==> src/rtl/seq_bin_to_7seg.sv <==
// Sequential binary-to-decimal 7-segment driver.
// Converts a DATA_W-bit value (optionally two's complement) into DIGITS BCD
// digits with a shift-add-3 loop, one shift per clock. It then registers the
// segment patterns, with optional leading-zero blanking and a minus sign.
module seq_bin_to_7seg #(
  parameter int DATA_W     = 8,
  parameter int DIGITS     = 3,
  parameter int SIGNED_EN  = 0,
  parameter int ACTIVE_LOW = 1
) (
  input  logic                  clk_i,
  input  logic                  rst_i,
  input  logic                  start_i,
  input  logic [DATA_W-1:0]     data_i,
  input  logic                  signed_i,
  input  logic                  blank_i,
  output logic                  busy_o,
  output logic                  done_o,
  output logic [4*DIGITS-1:0]   bcd_o,
  output logic [7*DIGITS-1:0]   seg_o,
  output logic                  neg_o
);

  // Decimal digits needed for the largest magnitude: ceil(DATA_W*log10(2)),
  // plus one position for the minus sign when signed input is supported.
  localparam int MIN_DIGITS = (DATA_W * 30103 + 99999) / 100000 + ((SIGNED_EN != 0) ? 1 : 0);
  localparam int CNT_W      = $clog2(DATA_W + 1);
  localparam logic [7*DIGITS-1:0] SEG_OFF = (ACTIVE_LOW != 0) ? '1 : '0;

  if (DATA_W < 2 || DIGITS < MIN_DIGITS) begin : g_param_check
    $error("seq_bin_to_7seg: DIGITS=%0d too small for DATA_W=%0d (need %0d)",
           DIGITS, DATA_W, MIN_DIGITS);
  end

  typedef enum logic [1:0] {IDLE, SHIFT, DONE} state_t;

  state_t              state_reg;
  logic [DATA_W-1:0]   mag_reg;
  logic [4*DIGITS-1:0] bcd_reg;
  logic [CNT_W-1:0]    cnt_reg;
  logic                neg_reg;
  logic                blank_reg;

  logic [4*DIGITS-1:0] bcd_next;
  logic [DATA_W-1:0]   mag_next;
  logic [DIGITS-1:0]   carry;
  logic [7*DIGITS-1:0] seg_next;
  logic                neg_in;
  logic [DATA_W-1:0]   mag_in;

  // Segment pattern for one decimal digit, active-high, bit order {g..a}.
  function automatic logic [6:0] digit_pattern(input logic [3:0] d);
    case (d)
      4'd0:    digit_pattern = 7'h3F;
      4'd1:    digit_pattern = 7'h06;
      4'd2:    digit_pattern = 7'h5B;
      4'd3:    digit_pattern = 7'h4F;
      4'd4:    digit_pattern = 7'h66;
      4'd5:    digit_pattern = 7'h6D;
      4'd6:    digit_pattern = 7'h7D;
      4'd7:    digit_pattern = 7'h07;
      4'd8:    digit_pattern = 7'h7F;
      4'd9:    digit_pattern = 7'h6F;
      default: digit_pattern = 7'h00;
    endcase
  endfunction

  // Negative inputs are converted as their magnitude; the most negative value
  // maps to 2^(DATA_W-1), which still fits in DATA_W unsigned bits.
  assign neg_in = (SIGNED_EN != 0) && signed_i && data_i[DATA_W-1];
  assign mag_in = neg_in ? (~data_i + DATA_W'(1)) : data_i;

  // One shift step: the binary MSB enters the units digit.
  // Each digit carries its adjusted MSB into the next digit up.
  assign carry[0] = mag_reg[DATA_W-1];
  assign mag_next = {mag_reg[DATA_W-2:0], 1'b0};

  for (genvar gi = 0; gi < DIGITS; gi++) begin : g_digit
    logic [3:0] cur;
    logic [6:0] lit;
    logic       blank_digit;
    logic       is_minus;

    assign cur = bcd_reg[4*gi +: 4];

    // Add-3 correction and shift for this digit. The top digit cannot
    // overflow because DIGITS covers the full magnitude range.
    if (gi < DIGITS - 1) begin : g_low
      logic [3:0] adj;
      assign adj                 = (cur >= 4'd5) ? cur + 4'd3 : cur;
      assign bcd_next[4*gi +: 4] = {adj[2:0], carry[gi]};
      assign carry[gi+1]         = adj[3];
    end else begin : g_top
      assign bcd_next[4*gi +: 4] = {3'((cur >= 4'd5) ? cur + 4'd3 : cur), carry[gi]};
    end

    // A digit blanks when it and every digit above it are zero; units never blank.
    if (gi == 0) begin : g_units
      assign blank_digit = 1'b0;
    end else begin : g_upper
      assign blank_digit = blank_reg && ~|bcd_next[4*DIGITS-1:4*gi];
    end

    // The leftmost position carries the sign and is always zero in BCD when negative.
    if (gi == DIGITS - 1) begin : g_sign
      assign is_minus = neg_reg;
    end else begin : g_nosign
      assign is_minus = 1'b0;
    end

    assign lit = is_minus    ? 7'h40 :
                 blank_digit ? 7'h00 : digit_pattern(bcd_next[4*gi +: 4]);
    assign seg_next[7*gi +: 7] = (ACTIVE_LOW != 0) ? ~lit : lit;
  end

  // Control FSM, shift datapath and registered display outputs.
  always_ff @(posedge clk_i) begin
    if (rst_i) begin
      state_reg <= IDLE;
      mag_reg   <= '0;
      bcd_reg   <= '0;
      cnt_reg   <= '0;
      neg_reg   <= 1'b0;
      blank_reg <= 1'b0;
      busy_o    <= 1'b0;
      done_o    <= 1'b0;
      bcd_o     <= '0;
      seg_o     <= SEG_OFF;
      neg_o     <= 1'b0;
    end else begin
      done_o <= 1'b0;
      case (state_reg)
        IDLE: begin
          busy_o <= 1'b0;
          if (start_i) begin
            mag_reg   <= mag_in;
            neg_reg   <= neg_in;
            blank_reg <= blank_i;
            bcd_reg   <= '0;
            cnt_reg   <= '0;
            busy_o    <= 1'b1;
            state_reg <= SHIFT;
          end
        end
        SHIFT: begin
          bcd_reg <= bcd_next;
          mag_reg <= mag_next;
          cnt_reg <= cnt_reg + CNT_W'(1);
          // The last shift lands the result straight into the output
          // registers, so done_o coincides with the DONE state.
          if (cnt_reg == CNT_W'(DATA_W - 1)) begin
            bcd_o     <= bcd_next;
            seg_o     <= seg_next;
            neg_o     <= neg_reg;
            done_o    <= 1'b1;
            state_reg <= DONE;
          end
        end
        DONE: begin
          busy_o    <= 1'b0;
          state_reg <= IDLE;
        end
        default: begin
          busy_o    <= 1'b0;
          state_reg <= IDLE;
        end
      endcase
    end
  end

endmodule

==> config.mk <==
export PLATFORM = sky130hd
export DESIGN_NAME = seq_bin_to_7seg
export DESIGN_NICKNAME = d
export VERILOG_FILES = /design/src/rtl/seq_bin_to_7seg.sv
export SDC_FILE = /design/constraint.sdc
export NUM_CORES = 1
export LEC_CHECK = 0
export CORE_MARGIN = 2
export CORE_UTILIZATION = 35
export CTS_CLUSTER_DIAMETER = 200
export DETAILED_ROUTE_END_ITERATION = 8
export GPL_ROUTABILITY_DRIVEN = 0
export PLACE_DENSITY = 0.62
export SYNTH_ARGS = -nofsm -noshare
export SYNTH_HDL_FRONTEND = slang
export SYNTH_SLANG_ARGS = --single-unit
==> constraint.sdc <==
create_clock -name clk_i -period 2.3 [get_ports clk_i]
set_input_delay 0.69 -clock clk_i [delete_from_list [all_inputs] [get_ports clk_i]]
set_output_delay 0.69 -clock clk_i [all_outputs]
set_load 0.01 [all_outputs]
== After elaboration in Yosys (flattened, before gate mapping) ==
Memories as Yosys holds them, arrays and structs flattened.
Cells that the tools add are included.

* $mul: 0
* Div/mod/pow operators: 0
* Order comparisons: 3
* Shifts and indexed selects: 0
* Bitwise gates (word level): 4
* Multiplexer cells: 17
* Reduce and logical (&&, ||, !) cells: 13
* Equal/unequal tests: 4
* Add/sub/neg operators: 4

{| class="wikitable"
|+ Operator list
! cell !! number
|-
| $pmux 12 s2 || 1
|-
| $not 7->7 || 3
|-
| $pmux 8 s2 || 1
|-
| $mux 7 || 2
|-
| $ge 4x3->1 const B || 3
|-
| $mux 12 || 1
|-
| $mux 4 || 3
|-
| $add 4x2->4 const B || 2
|-
| $mux 8 || 1
|-
| $pmux 4 s2 || 1
|-
| $reduce_and 2->1 || 4
|-
| $reduce_or 8->1 || 1
|-
| $add 4x1->4 const B || 1
|-
| $eq 4x3->1 const B || 1
|-
| $mux 2 || 2
|-
| $ne 2x2->1 const B || 2
|-
| $pmux 2 s2 || 1
|-
| $reduce_or 4->1 || 1
|-
| $add 3x2->3 const B || 1
|-
| $mux 3 || 1
|-
| $eq 2x1->1 const B || 1
|-
| $logic_and 1x1->1 || 2
|-
| $logic_not 1->1 || 2
|-
| $logic_not 2->1 || 1
|-
| 5 further kinds || 6
|}

* Memories kept: 3
* RAM bits: 0
* Bits in read-only memories: 336
* Latch bits: 0
* Register bits: 62

{| class="wikitable"
|+ Memory list
! name !! depth !! width !! read ports !! clocked after Yosys merged registers in !! wr ports !! RTL line !! source
|-
| (no name shown) || 16 || 7 || 1 || 0 || 0 || 53 || <nowiki>case (d)</nowiki>
|-
| (no name shown) || 16 || 7 || 1 || 0 || 0 || 53 ||
|-
| (no name shown) || 16 || 7 || 1 || 0 || 0 || 53 ||
|}

== Longest topological paths before layout ==
* Depth in word-level cells: 7
* Depth in mapped cells: 11

== Worst setup path before layout ==
OpenSTA, ideal clock, no wires.

* Kind: reg2reg
* Start: register bcd_reg[4]
* End: register seg_o[14]
* Path slack: 0.229 ns
* Setup time: 0.133 ns
* Arrival time: 1.938 ns
* Stages on the path, launching flop included: 11
* Buffers on the path: 0
* Required time: 2.167 ns
* Cells stage by stage: dfxtp_1 -> inv_1 -> ha_1 -> nor2b_1 -> nor3_1 -> a21oi_4 -> inv_1 -> ha_1 -> a31o_1 -> a221oi_1 -> o21ai_0

* Word-level cells in the longest chain between the ends: 7
* Elaborated cells between the ends (all ways): 9
* Classes of those cells: add/sub: 1; order compare: 1; mux: 2; bitwise: 1; reduce/logical: 3; memory: 1

{| class="wikitable"
|+ Ends and longest elaborated chain
! item !! RTL line !! source
|-
| from (decl) || 39 || <nowiki>logic [4*DIGITS-1:0] bcd_reg;</nowiki>
|-
| from (signal assigned) || 146 || <nowiki>bcd_reg <= bcd_next;</nowiki>
|-
| $add 4x2->4 / $ge 4x3->1 (equally long branches) || 90 || <nowiki>assign adj = (cur >= 4'd5) ? cur + 4'd3 : cur;</nowiki>
|-
| $mux 4 (*) || 90 ||
|-
| via bcd_next[8] || 44 || <nowiki>logic [4*DIGITS-1:0] bcd_next;</nowiki>
|-
| parallel branches: the longest is 3 deep, another holds $mem_v2 16x7 || -- ||
|-
| $mux 7 (*) || 112 || <nowiki>blank_digit ? 7'h00 : digit_pattern(bcd_next[4*gi +: 4]);</nowiki>
|-
| $not 7->7 (*) || 113 || <nowiki>assign seg_next[7*gi +: 7] = (ACTIVE_LOW != 0) ? ~lit : lit;</nowiki>
|-
| to (signal assigned) || 153 || <nowiki>seg_o <= seg_next;</nowiki>
|-
| to (decl) || 20 || <nowiki>output logic [7*DIGITS-1:0] seg_o,</nowiki>
|}

Mark *: on every way through the listed nets, which the timed path passes.
A chain may end at the register's enable or synchronous reset.

== Final worst setup path ==
* Start: register bcd_reg[9]
* End: register seg_o[17]

* Word-level cells in the longest chain between the ends: 7
* Elaborated cells between the ends (all ways): 9
* Classes of those cells: add/sub: 1; order compare: 1; mux: 2; bitwise: 1; reduce/logical: 3; memory: 1

{| class="wikitable"
|+ Ends and longest elaborated chain
! item !! RTL line !! source
|-
| $ge 4x3->1 / $add 3x2->3 (equally long branches) || 94 || <nowiki>assign bcd_next[4*gi +: 4] = {3'((cur >= 4'd5) ? cur + 4'd3 : cur), carry[gi]};</nowiki>
|-
| $mux 3 (*) || 94 ||
|-
| parallel branches: the longest is 3 deep, another holds $mem_v2 16x7 || -- ||
|-
| $mux 7 (*) || 112 ||
|-
| $not 7->7 (*) || 113 ||
|}

Every way passes the cells marked *.

==> metrics.txt <==
run status finished clean; PortBufs 46; core footprint 8636 sq um; # setup viols final 0; clock sink count 62; final setup skew 5.759 ps; number of global-route vias before repair 2627; final antenna-violating net count 0; CTS H-tree depth 3; Synth Flop Type dfxtp_1; main combinational cell family by area after synthesis compound AO/OA/AOI/OAI gates; vias per cell 5.196; initial drt markers 144; nets 468; WL/cell 13.36 um; CP Class reg2reg; Remaining DRCs 0; crit end category flip-flop; die height 97.82 um; Worst-path clk slew 70 ps; Crit path required time 2520 ps; ys async rst share 0; sequential-to-total area share from yosys stat 0.4029; Final Slew Violations 0; Gate Count Post-Synth 382; post-placement cell area 3742 sq um; Leak 1.541 nW; highest-delay cell along the critical path dfxtp_1; largest fanout on the critical path 7; Clk Latency, worst-skew pair 340 ps; number of synthesized flops with an enable pin 0; Crit path arrival time 2360 ps; Row Count 34; Post-Synth Adder-Cell Area 0.06905; Fillers 857; design area 4036 sq um; Post-Syn Nets 412; max reg flops 21; Fin. Hold Viols 0; CTS Buf Count 9; Post-Route WL 7.362 mm; drt pass-1 iters 4; Area Overhead vs Synth 31.03%; first-pass GRT wire length 12.16 mm; post-synth top area cell dfxtp_1; largest net degree at the start of global routing 33; global route total overflow 0; post-synth top area share 0.4029; maxcap violations 0; Post-Syn Area 3080 sq um; Final min period 2143 ps; slowest stage delay, CP 330 ps; synth cell count leaders 62 x dfxtp_1, 56 x nand2_1, 42 x nor2_1, 39 x a21oi_1, 17 x ha_1; Synth cell types 60; DIE AREA 9568 sq um; # diodes 0; top post-synthesis cells by area dfxtp_1 40%, ha_1 6.9%, nand2_1 6.8%; worst vdd ir 0.2958 mV; Startpoint Class flip-flop; Total GRT Usage 0.1564; Synth Area in Compound Gates 0.2238; I/O pin total 49; Synth Area in Simple Gates 0.2218; area of the multi-input gates 1730 sq um; Longest Clk Path Bufs 2; Clock Root Buffer clkbuf_8; routed vias 2863; Synthesis Warnings 0; Die Wd 97.82 um; pwr dens 593.4 nW/um^2; critical-path cell list inv_1, ha_1, nand2b_1, a21oi_4, xnor2_2, buf_4, ha_1, inv_1, a221oi_1, o21ai_0; post-synthesis mux area share 0.01706; most common cell in the netlist dfxtp_1; FF+latch area 1244 sq um; Min Hold Slack 455.6 ps; Post-DP HPWL 5.062 mm; fmax 466.6 MHz; layout cells sized above 1 0.1377; synthesized flop and latch total 62; # hold bufs at CTS 0; Initial Util 0.3567; TritonCTS clock tree done; post-route clock period utilization 0.9318; XOR/XNOR Fraction of Synth Area 0.01137; worst hold-check path type reg2reg; initial antenna violation count 0; Mapped Avg Cell Area 8.064 sq um
[metrics by stage]
stage	TNS (ps)	power [mW]	setup slack [ps]	std cells	util
after detailed placement	0	1.276	69.78	534	0.4334
after global routing	-19.00	2.490	-19.00	551	0.4674
after floorplan	0	1.217	228.7	382	-
after CTS	0	2.423	20.19	550	0.4600
after global placement	0	1.273	112.3	534	0.4334
final	0	2.395	156.8	551	0.4674
[area by class of cell]
class,count,share of cell area
multi-input cells,281,0.4287
clock buffers,12,0.03348
repair buffers,69,0.1587
flip-flops and latches,62,0.3081
inverters,15,0.01395
well taps,108,0.03348
clock inverters,4,0.02356
[cells by family after synthesis]
| logic type | Yosys count |
|---|---|
| fa+ha+maj | 17 |
| xor+xnor | 4 |
| flops | 62 |
| other cells | 1 |
| mux | 5 |
| compound gates | 105 |
| simple gates | 149 |
| buf+inv | 39 |
[routing by layer]
layer	vias to the layer above	routed length (um)	part of all wire	track usage
li1	1452	-	-	-
met3	12	300	0.041	0.02792
met2	69	3560	0.48	0.2573
met4	0	140	0.019	0.08654
met1	1330	3361	0.46	0.1943
met5	-	0	0	0
[power breakdown]
part,leakage [nW],total (mW),switching [mW],internal [mW]
Sequential,0.503,1.10,0.0147,1.09
Clock,0.115,1.14,0.421,0.720
Combinational,0.923,0.149,0.0890,0.0601
[worst max-delay path: cells and delay by family (launching register included)]
| kind | cells | cell delay [ps] |
|---|---|---|
| xor gates and xnor gates | 1 | 160 |
| DFF | 1 | 330 |
| and+or+nand+nor | 1 | 180 |
| AOI/OAI and AO/OA | 3 | 550 |
| buffers and inverters | 3 | 320 |
| adders and majority gates | 2 | 480 |
[final timing paths]
path	start	to	slack, ps	depth (start not counted)
hold reg to reg	bcd_o[10]$_SDFFE_PP0P_	bcd_o[10]$_SDFFE_PP0P_	460	2
hold / removal	bcd_o[10]$_SDFFE_PP0P_	bcd_o[10]$_SDFFE_PP0P_	460	2
setup / recovery	bcd_reg[9]$_SDFFE_PP0P_	seg_o[17]$_SDFFE_PP1P_	160	10
setup reg to reg	bcd_reg[9]$_SDFFE_PP0P_	seg_o[17]$_SDFFE_PP1P_	160	10
[what timing repair did]
action	CTS	global route
endpoints found under the setup margin	0	19
gates resized for setup	0	12
buffers inserted	0	1
[placed cells by master, fill, tap and decap left out, types with 2 or more instances in the layout]
| master | synthesis | routed |
|---|---|---|
| o21ai_0 | 13 | 13 |
| or2_2 | 2 | 2 |
| a211oi_1 | 5 | 5 |
| a21oi_4 | 1 | 3 |
| o22ai_1 | 3 | 3 |
| dfxtp_2 | 0 | 2 |
| inv_1 | 15 | 15 |
| o211ai_1 | 5 | 5 |
| dfxtp_1 | 62 | 60 |
| nor2_2 | 2 | 2 |
| o311ai_0 | 2 | 2 |
| nor2b_1 | 2 | 2 |
| xnor2_1 | 3 | 2 |
| a21oi_2 | 2 | 2 |
| nor3_1 | 6 | 6 |
| ha_1 | 17 | 16 |
| a22oi_1 | 6 | 6 |
| nand2b_1 | 6 | 6 |
| o21ai_1 | 3 | 3 |
| and3_1 | 2 | 2 |
| nand3_1 | 16 | 16 |
| clkbuf_1 | 15 | 3 |
| clkbuf_8 | 0 | 9 |
| mux2_2 | 2 | 2 |
| nand2_1 | 56 | 56 |
| mux2i_1 | 3 | 3 |
| nor2_1 | 42 | 41 |
| nand3b_1 | 2 | 2 |
| a221oi_1 | 2 | 2 |
| a31oi_1 | 7 | 6 |
| buf_4 | 1 | 22 |
| clkdlybuf4s50_1 | 0 | 45 |
| bufinv_16 | 0 | 3 |
| a21oi_1 | 39 | 37 |
| o311ai_1 | 3 | 3 |
| nor3b_1 | 3 | 3 |
| nand4_1 | 2 | 2 |
Note: power is estimated with default switching activity, not from simulation.
